[src/rtl/ds_dac_pkg.sv]
// Shared types for the delta-sigma DAC sequencer: FSM encodings, sample type, ramp helper.
// Pure declarations and one combinational function; no latency.
// No flow control here.
package ds_dac_pkg;

    typedef logic [1:0] seq_state_t;

    localparam seq_state_t ST_IDLE      = 2'd0;
    localparam seq_state_t ST_RAMP_UP   = 2'd1;
    localparam seq_state_t ST_RUN       = 2'd2;
    localparam seq_state_t ST_RAMP_DOWN = 2'd3;

    typedef logic signed [7:0] sample_t;

    // One ramp step from cur toward tgt, clamped so it never passes tgt.
    // 9-bit intermediates keep cur +/- 64 from wrapping before the clamp.
    function automatic sample_t ramp_toward(input sample_t cur, input sample_t tgt,
                                            input logic [6:0] step);
        logic signed [8:0] c9;
        logic signed [8:0] t9;
        logic signed [8:0] s9;
        logic signed [8:0] n9;
        c9 = {cur[7], cur};
        t9 = {tgt[7], tgt};
        s9 = {2'b00, step};
        if (c9 < t9) begin
            n9 = c9 + s9;
            if (n9 > t9) n9 = t9;
        end else if (c9 > t9) begin
            n9 = c9 - s9;
            if (n9 < t9) n9 = t9;
        end else begin
            n9 = t9;
        end
        return n9[7:0];
    endfunction

endpackage

[src/rtl/ds_seq_fifo.sv]
// Sample FIFO for the DAC sequencer with synchronous flush.
// Write visible at head one cycle after push; pop advances head on the clock edge.
// Push ignored while full (registered), pop ignored while empty; flush beats push.
module ds_seq_fifo
    import ds_dac_pkg::*;
#(
    parameter int DEPTH = 8
) (
    input  logic                       clk,
    input  logic                       clrn,
    input  logic                       push,
    input  sample_t                    push_data,
    input  logic                       pop,
    input  logic                       flush,
    output sample_t                    head,
    output logic                       full,
    output logic                       empty,
    output logic [$clog2(DEPTH):0]     count
);

    localparam int AW = $clog2(DEPTH);
    localparam int CW = AW + 1;

    sample_t        mem [DEPTH];
    logic [AW-1:0]  wr_ptr;
    logic [AW-1:0]  rd_ptr;
    logic           push_ok;
    logic           pop_ok;

    assign full    = (count == CW'(DEPTH));
    assign empty   = (count == '0);
    assign push_ok = push && !full;
    assign pop_ok  = pop && !empty;
    assign head    = mem[rd_ptr];

    always_ff @(posedge clk or negedge clrn) begin
        if (!clrn) begin
            wr_ptr <= '0;
            rd_ptr <= '0;
            count  <= '0;
        end else if (flush) begin
            wr_ptr <= '0;
            rd_ptr <= '0;
            count  <= '0;
        end else begin
            if (push_ok) wr_ptr <= wr_ptr + 1'b1;
            if (pop_ok)  rd_ptr <= rd_ptr + 1'b1;
            case ({push_ok, pop_ok})
                2'b10:   count <= count + 1'b1;
                2'b01:   count <= count - 1'b1;
                default: count <= count;
            endcase
        end
    end

    always_ff @(posedge clk) begin
        if (push_ok && !flush) mem[wr_ptr] <= push_data;
    end

endmodule

[src/rtl/ds_dac_sequencer.sv]
// Sample sequencer for a delta-sigma DAC with soft ramp up/down; DS_SEQ_UNDERRUN_CNT_EN adds underrun_cnt.
// dac_value/underrun registered, updated on the edge where the period tick occurs.
// s_ready drops only when the FIFO is full; starved ticks hold the output and pulse underrun.
module ds_dac_sequencer
    import ds_dac_pkg::*;
#(
    parameter int OSR_W      = 8,
    parameter int FIFO_DEPTH = 8,
    parameter int RAMP_STEP  = 1
) (
    input  logic                clk,
    input  logic                clrn,
    input  logic                enable,
    input  logic [OSR_W-1:0]    osr,
    input  logic                s_valid,
    input  logic signed [7:0]   s_data,
    output logic                s_ready,
    output logic signed [7:0]   dac_value,
    output logic [1:0]          state,
    output logic                underrun
`ifdef DS_SEQ_UNDERRUN_CNT_EN
    ,
    output logic [15:0]         underrun_cnt
`endif
);

    localparam int         CW   = $clog2(FIFO_DEPTH) + 1;
    localparam logic [6:0] STEP = 7'(RAMP_STEP);

    logic [OSR_W-1:0] per_cnt;
    logic [OSR_W-1:0] osr_q;
    logic [OSR_W-1:0] osr_cur;
    logic             osr_loaded;
    logic             tick;

    seq_state_t       state_nxt;
    sample_t          dac_nxt;
    sample_t          ramp_up_v;
    sample_t          ramp_dn_v;
    logic             und_nxt;

    logic             fifo_push;
    logic             fifo_pop;
    logic             fifo_flush;
    sample_t          fifo_head;
    logic             fifo_full;
    logic             fifo_empty;
    logic [CW-1:0]    fifo_count;

    // First period after reset uses the live osr so the latch takes effect immediately.
    assign osr_cur = osr_loaded ? osr_q : osr;
    assign tick    = (per_cnt == osr_cur);

    always_ff @(posedge clk or negedge clrn) begin
        if (!clrn) begin
            per_cnt    <= '0;
            osr_q      <= '0;
            osr_loaded <= 1'b0;
        end else begin
            osr_loaded <= 1'b1;
            if (!osr_loaded || tick) osr_q <= osr;
            per_cnt <= tick ? '0 : per_cnt + 1'b1;
        end
    end

    assign s_ready   = (fifo_count != CW'(FIFO_DEPTH));
    assign fifo_push = s_valid && !fifo_full;

    ds_seq_fifo #(
        .DEPTH (FIFO_DEPTH)
    ) u_fifo (
        .clk       (clk),
        .clrn      (clrn),
        .push      (fifo_push),
        .push_data (s_data),
        .pop       (fifo_pop),
        .flush     (fifo_flush),
        .head      (fifo_head),
        .full      (fifo_full),
        .empty     (fifo_empty),
        .count     (fifo_count)
    );

    assign ramp_up_v = ramp_toward(dac_value, fifo_head, STEP);
    assign ramp_dn_v = ramp_toward(dac_value, 8'sd0, STEP);

    // Dropping enable wins over a coincident tick in RAMP_UP/RUN.
    always_comb begin
        state_nxt  = state;
        dac_nxt    = dac_value;
        fifo_pop   = 1'b0;
        fifo_flush = 1'b0;
        und_nxt    = 1'b0;
        case (state)
            ST_IDLE: begin
                dac_nxt = '0;
                if (enable) state_nxt = ST_RAMP_UP;
            end
            ST_RAMP_UP: begin
                if (!enable) begin
                    state_nxt = ST_RAMP_DOWN;
                end else if (tick) begin
                    if (fifo_empty) begin
                        und_nxt = 1'b1;
                    end else begin
                        dac_nxt = ramp_up_v;
                        if (ramp_up_v == fifo_head) begin
                            fifo_pop  = 1'b1;
                            state_nxt = ST_RUN;
                        end
                    end
                end
            end
            ST_RUN: begin
                if (!enable) begin
                    state_nxt = ST_RAMP_DOWN;
                end else if (tick) begin
                    if (fifo_empty) begin
                        und_nxt = 1'b1;
                    end else begin
                        fifo_pop = 1'b1;
                        dac_nxt  = fifo_head;
                    end
                end
            end
            default: begin
                if (tick) begin
                    dac_nxt = ramp_dn_v;
                    if (ramp_dn_v == 8'sd0) begin
                        state_nxt  = ST_IDLE;
                        fifo_flush = 1'b1;
                    end
                end
            end
        endcase
    end

    always_ff @(posedge clk or negedge clrn) begin
        if (!clrn) begin
            state     <= ST_IDLE;
            dac_value <= '0;
            underrun  <= 1'b0;
        end else begin
            state     <= state_nxt;
            dac_value <= dac_nxt;
            underrun  <= und_nxt;
        end
    end

`ifdef DS_SEQ_UNDERRUN_CNT_EN
    always_ff @(posedge clk or negedge clrn) begin
        if (!clrn) begin
            underrun_cnt <= '0;
        end else if (state == ST_IDLE && state_nxt == ST_RAMP_UP) begin
            underrun_cnt <= '0;
        end else if (und_nxt && underrun_cnt != 16'hFFFF) begin
            underrun_cnt <= underrun_cnt + 16'd1;
        end
    end
`endif

endmodule

[config.mk]
export PLATFORM = sky130hd
export DESIGN_NAME = ds_dac_sequencer
export DESIGN_NICKNAME = d
export VERILOG_FILES = /design/src/rtl/ds_dac_pkg.sv /design/src/rtl/ds_seq_fifo.sv /design/src/rtl/ds_dac_sequencer.sv
export SDC_FILE = /design/constraint.sdc
export NUM_CORES = 1
export LEC_CHECK = 0
export CORE_MARGIN = 5
export CORE_UTILIZATION = 58
export CTS_CLUSTER_SIZE = 8
export DETAILED_ROUTE_END_ITERATION = 16
export DONT_BUFFER_PORTS = 1
export PLACE_DENSITY = 0.72
export SETUP_SLACK_MARGIN = 0.4
export SLEW_MARGIN = 5
export SYNTH_ARGS = -nofsm -noshare
export SYNTH_HDL_FRONTEND = slang
export SYNTH_HIERARCHICAL = 1
export SYNTH_SLANG_ARGS = --single-unit
[constraint.sdc]
create_clock -name clk -period 5.25 [get_ports clk]
set_input_delay 0.525 -clock clk [delete_from_list [all_inputs] [get_ports clk]]
set_output_delay 0.525 -clock clk [all_outputs]
set_load 0.01 [all_outputs]
Word-level counts from Yosys, hierarchy flattened
Memory sizes are Yosys's and may differ from the RTL's.
Index checks and enable logic that the tools add are counted.
W data, S select, Z words.
{ "totals": {"out_inout_bits": 12, "memories": 1, "register_bits": 38, "ramBits": 64, "wordCells": 116, "input_bits": 20} }
{ "mem_list": {"columns": ["memory", "depth", "width", "read_ports", "rd_clocked_by_memory_dff", "wr", "line_no", "source"], "rows": [
  ["u_fifo.mem", 8, 8, 1, 0, 1, "ds_seq_fifo.sv:24", "sample_t mem [DEPTH];"]
]} }
{ "classes": {"add_sub_neg": 7, "muxes": 50, "magnitude_cmp": 8, "eq_ne": 19, "n_reduce_logical": 22} }
{ "ops": {"columns": ["operator", "n"], "rows": [
  ["$mux W8", 17],
  ["$pmux W8 S3", 1],
  ["$eq A8 B8 Y1", 2],
  ["$mux W1", 16],
  ["$mux W2", 8],
  ["$ne A2 B2 Y1 const B", 8],
  ["$reduce_and A7 Y1", 2],
  ["$mux W3", 4],
  ["$add A8 B2 Y9 const B", 1],
  ["$gt A9 B1 Y1 const B", 1],
  ["$gt A9 B8 Y1", 1],
  ["$lt A9 B1 Y1 const B", 1],
  ["$lt A9 B8 Y1", 1],
  ["$ne A3 B3 Y1 const B", 3],
  ["$sub A8 B2 Y9 const B", 1],
  ["$add A8 B1 Y8 const B", 1],
  ["$gt A8 B1 Y1 const B", 1],
  ["$gt A8 B8 Y1", 1],
  ["$logic_not A8 Y1", 1],
  ["$lt A8 B1 Y1 const B", 1],
  ["$lt A8 B8 Y1", 1],
  ["$pmux W4 S2", 1],
  ["$reduce_bool A4 Y1", 2],
  ["$add A3 B1 Y3 const B", 2],
  ["18 further kinds", 28]
]} }

Longest topological paths before layout
{ "depth": {"word_depth": 15, "mapped_depth": 21} }

Modules after synthesis
The synthesis kept the hierarchy.
{ "modules_own_cells": {"columns": ["mod", "area_each_um2", "cells_per_inst", "instances", "seq_area_each_um2"], "rows": [
  ["ds_dac_sequencer", 3265.6, 374, 1, 700.7],
  ["ds_seq_fifo", 3156.8, 169, 1, 2172.1]
]} }

Least setup slack after synthesis
Ideal clock, no wire load.
{ "synth_path": {"kind": "reg-to-reg", "from": "register u_fifo.rd_ptr[0]", "to": "register u_fifo.count[3]", "path_stages_with_launch": 22, "path_slack_ns": -0.251, "t_arrival_ns": 5.432, "setup_ns": 0.069, "cell_sequence": "dfrtp_1 buf_4 buf_6 mux4_2 mux2_2 clkbuf_1 inv_1 ha_1 nand4_1 o21bai_1 nor2_1 mux2_2 a32oi_1 a31oi_1 nor4b_1 o41ai_4 a21oi_1 ha_1 and3_1 o21ai_0 or3b_1 nand3b_1"} }
{ "synth_between": {"elab_chain_len": 15} }
{ "synth_rtl": {"columns": ["item", "line_no", "source"], "rows": [
  ["start: declaration", "ds_seq_fifo.sv:26", "logic [AW-1:0] rd_ptr;"],
  ["start signal: assignment", "ds_seq_fifo.sv:47", "if (pop_ok) rd_ptr <= rd_ptr + 1'b1;"],
  ["$mem_v2 Z8 W8 (*)", null, null],
  ["via fifo_head[6]", "ds_dac_sequencer.sv:45", "sample_t fifo_head;"],
  ["$lt A9 B8 Y1", "ds_dac_pkg.sv:31", "if (n9 < t9) n9 = t9;"],
  ["$mux W8", "ds_dac_pkg.sv:31", null],
  ["$mux W8", "ds_dac_pkg.sv:29", "end else if (c9 > t9) begin"],
  ["$mux W8", "ds_dac_pkg.sv:26", "if (c9 < t9) begin"],
  ["$eq A8 B8 Y1 (*)", "ds_dac_sequencer.sv:107", "if (ramp_up_v == fifo_head) begin"],
  ["$mux W1 (*)", "ds_dac_sequencer.sv:107", null],
  ["$mux W1 (*)", "ds_dac_sequencer.sv:103", "if (fifo_empty) begin"],
  ["$mux W1 (*)", "ds_dac_sequencer.sv:102", "end else if (tick) begin"],
  ["$mux W1 (*)", "ds_dac_sequencer.sv:100", "if (!enable) begin"],
  ["$pmux W1 S2 (*)", "ds_dac_sequencer.sv:94", "case (state)"],
  ["via fifo_pop", "ds_dac_sequencer.sv:43", "logic fifo_pop;"],
  ["$logic_and A1 B1 Y1 (*)", "ds_seq_fifo.sv:33", "assign pop_ok = pop && !empty;"],
  ["$eq A2 B1 Y1 or $eq A2 B2 Y1 (tied branches)", "ds_seq_fifo.sv:48", "case ({push_ok, pop_ok})"],
  ["$pmux W4 S2", "ds_seq_fifo.sv:48", null],
  ["$mux W4", "ds_seq_fifo.sv:41", "end else if (flush) begin"],
  ["end signal: assignment", "ds_seq_fifo.sv:49", "2'b10: count <= count + 1'b1;"],
  ["end signal: assignment", "ds_seq_fifo.sv:50", "2'b01: count <= count - 1'b1;"],
  ["end signal: assignment", "ds_seq_fifo.sv:51", "default: count <= count;"],
  ["end: declaration", "ds_seq_fifo.sv:18", "output logic [$clog2(DEPTH):0] count"]
]} }
The timed path passes the listed nets; every way through them passes the cells marked *.
A chain may end at the register's enable or synchronous reset.

Final worst setup path
{ "layout_path": {"from": "register u_fifo.rd_ptr[0]", "to": "register u_fifo.count[1]"} }
The elaborated chain is that of the path after synthesis.

==> run summary <==
Buffers on Ports: 0
I/O pins: 32
DR pass1 iterations: 4
PD cells: 563 nW/um2
Clock Sinks: 102
Critical path startpoint: u_fifo/rd_ptr[0]$_DFFE_PN0P_
Layout cells sized above 1: 24.9%
CTS tree: yes
Post-DP HPWL: 10700 um
Routed WL: 15000 um
Leakage power: 2.70 nW
Fin crit period: 4900 ps
Netlist cell types: 90
Diodes inserted: 0
Seq/Total Area, Yosys: 44.7%
Area of the multi-input gates: 3480 um2
Total Routing Usage GR: 23.6%
Reg area: 2880 um2
Setup violators final: 0
Status: finished, final reports clean
IR drop worst, VDD: 337 uV
R2R Setup Slk: 350 ps
Initial Utilization: 59.2%
Clock buffer depth: 2
DR WL/cell: 21.3 um
Layout Nets: 618
Syn avg cell area: 11.8 um2
Post-synth EDFFs: 64
Crit. End Element: register
Cells after Synth: 543
Number of H-tree levels: 3
Main synth FF type: edfxtp_1
Max Cap Viol: 0
Crit path max fanout: 8
Via count: 4433
Clk_lat worst skew: 370 ps
Fin. Hold Viols: 0
Core area: 10800 um2
Routed Antenna Nets: 0
Synthesized area: 6420 um2
Final WS setup: 346 ps
First-pass GRT wire length: 24000 um
Ys async rst share: 37.3%
Synth Net Count: 600
DRC: 0
Clock tree root driver cell: clkbuf_8
Crit start category: register
Tcrit/Tclk final: 93.4%
RR Startpoint: u_fifo/rd_ptr[0]$_DFFE_PN0P_
Yosys warnings: 6
Finished Core Util: 66.0%
Initial drt markers: 416
Least-Margin Pin Slew: 1050 ps
RSZ-0062 raised after global routing: true
Worst Reg-to-Reg Cells: 21
Drt via density: 6.28
Number of global-route vias before repair: 4504
Layout overhead on the synthesized area: 11.5%
Pre-CTS setup slack: -254 ps
Filler Cells Inserted: 796
Critical path arrival: 5150 ps
Largest net degree at the start of global routing: 39
Pins over their slew limit: 0
Die H: 115 um
Worst R2R End: u_fifo/count[1]$_DFFE_PN0P_
CP required: 5500 ps
Total die area: 13300 um2
CP Class: register to register
Gr ovfl total: 0
Fmax: 0.204 GHz
Cts bufs inserted: 9
Hold path depth: 0
Yosys reg bits: 102
Site Rows: 38
Slew Limit Headroom: 30.1%
Routability cong.: 1.04
Reg clk slew, reported paths: 100 ps
Tightest Hold Check Type: input pin to register
Width of the die: 115 um
Setup Skew: 6.83 ps
Antenna violations before repair: 0
Critical Path Sink: u_fifo/count[1]$_DFFE_PN0P_
-- cell type report --
cell class                      count  area share [%]
Tap cell                          140            2.45
Clock inverter                      7           0.822
Inverter                           29            1.66
Sequential cell                   102            40.2
Multi-Input combinational cell    385            48.6
Timing Repair Buffer               34            4.56
Clock buffer                        9            1.73
-- stage by stage --
stage               instance area, um2  hold WS [ps]  TNS, ps  cells  power [mW]
CTS                               7030           222        0    700        3.93
floorplan                         6520           229        0    543        2.81
global placement                  6640           230     -139    671        3.30
detailed placement                6640           230     -254    671        3.34
global route                      7160           203        0    706        4.31
finish                            7160           246        0    706        4.03
-- state kept, by name (all words and copies together), names as in the netlist --
register       cells
dac_value          8
osr_loaded         1
osr_q              8
per_cnt            8
state              2
u_fifo/count       4
u_fifo/mem        64
u_fifo/rd_ptr      3
u_fifo/wr_ptr      3
underrun           1
-- Yosys cell counts, types with 4 or more instances --
cell	n	area (um2)
nor2b_1	4	25.0
mux2_2	17	191
nand2b_1	4	25.0
nor2_1	40	150
and2_1	4	25.0
nor3_1	6	30.0
buf_2	6	30.0
nand2_1	22	82.6
inv_1	28	105
clkbuf_1	9	33.8
mux4_2	17	383
mux2i_1	15	150
dfrtp_1	38	951
nor4_1	10	62.6
a21oi_1	25	125
xnor2_1	27	236
nand4_1	6	37.5
buf_6	4	45.0
nand3_1	14	70.1
a21o_1	5	37.5
o21ai_1	4	20.0
and3_1	5	31.3
o21a_1	4	30.0
ha_1	36	450
buf_4	6	45.0
edfxtp_1	64	1920
a22o_1	5	43.8
o31ai_1	6	45.0
xor2_1	16	140
o21ai_0	14	70.1
-- power breakdown --
part	internal, mW	switching, mW
clock network	0.178	0.276
logic	1.02	1.33
registers	1.03	0.200
-- layout by cell type, fill, tap and decap left out, types with 4 or more instances in the layout --
cell,Yosys,routed
ha_1,36,29
clkinvlp_4,0,4
clkbuf_8,0,9
dfrtp_1,38,35
buf_4,6,26
nand3_1,14,14
nor4_1,10,9
mux2i_1,15,15
a21o_1,5,5
and3_1,5,4
and2_1,4,4
nand2b_1,4,4
mux4_2,17,17
xor2_1,16,14
o31ai_1,6,6
a21oi_2,3,4
nor2_1,40,39
a21oi_1,25,24
a22o_1,5,5
nand4_1,6,6
o21ai_1,4,4
nor3_1,6,5
nor2b_1,4,4
ha_4,0,6
mux2_4,0,5
o21a_1,4,4
inv_1,28,23
edfxtp_1,64,64
mux2_2,17,12
xnor2_1,27,27
o21ai_0,14,13
nand2_1,22,22
-- critical path: stages, from the launching register on --
cell and delay, ps:
dfrtp_2 400, buf_6 120, buf_16 130, mux4_2 490, mux2_4 320, inv_6 90
ha_4 140, nand4_1 170, a211oi_2 380, nor2_2 100, mux2_4 340, a32oi_4 260
a31oi_4 120, nor4b_4 320, o41ai_4 140, a21oi_2 230, buf_4 160, buf_6 80
buf_6 80, fa_1 410, mux2i_1 200, nor2_1 80
-- what timing repair did --
action,CTS,global route
cloned,1,0
hold buffers,2,0
gates resized for setup,17,13
endpoints found under the hold margin,38,0
pin swaps,7,15
setup endpoints to repair,3,3
buffers inserted,10,6
-- cell families (layout without fill, tap and decap cells) --
family / count (synthesis) / in the layout / synth area share [%]
muxes: 51 / 51 / 11.6
adders and majority gates: 37 / 37 / 7.33
AOI/OAI and AO/OA: 108 / 108 / 12.8
other: 1 / 1 / 0.0584
and+or+nand+nor: 142 / 142 / 12.4
buffers and inverters: 56 / 79 / 4.27
DFF: 102 / 102 / 44.7
xor gates and xnor gates: 46 / 46 / 6.82
-- worst min-delay path by stage --
stage,end,start
after floorplan,dac_value[0]$_DFFE_PN0P_,clrn
after global placement,osr_q[0]$_DFFE_PN0P_,clrn
after detailed placement,osr_q[0]$_DFFE_PN0P_,clrn
after CTS,u_fifo/mem[3][6]$_DFFE_PP_,s_data[6]
after global routing,u_fifo/mem[3][6]$_DFFE_PP_,s_data[6]
final,u_fifo/mem[3][6]$_DFFE_PP_,s_data[6]
-- layer usage --
| layer | vias to the layer above | global-route usage (%) | wire length, um |
|---|---|---|---|
| met1 | 2201 | 31.4 | 6440 |
| met2 | 126 | 39.0 | 7430 |
| met3 | 29 | 4.68 | 801 |
| met4 | 0 | 7.90 | 378 |
| li1 | 2077 | - | - |
| met5 | - | 0 | 0 |
Power figures use the tool's default switching activity.
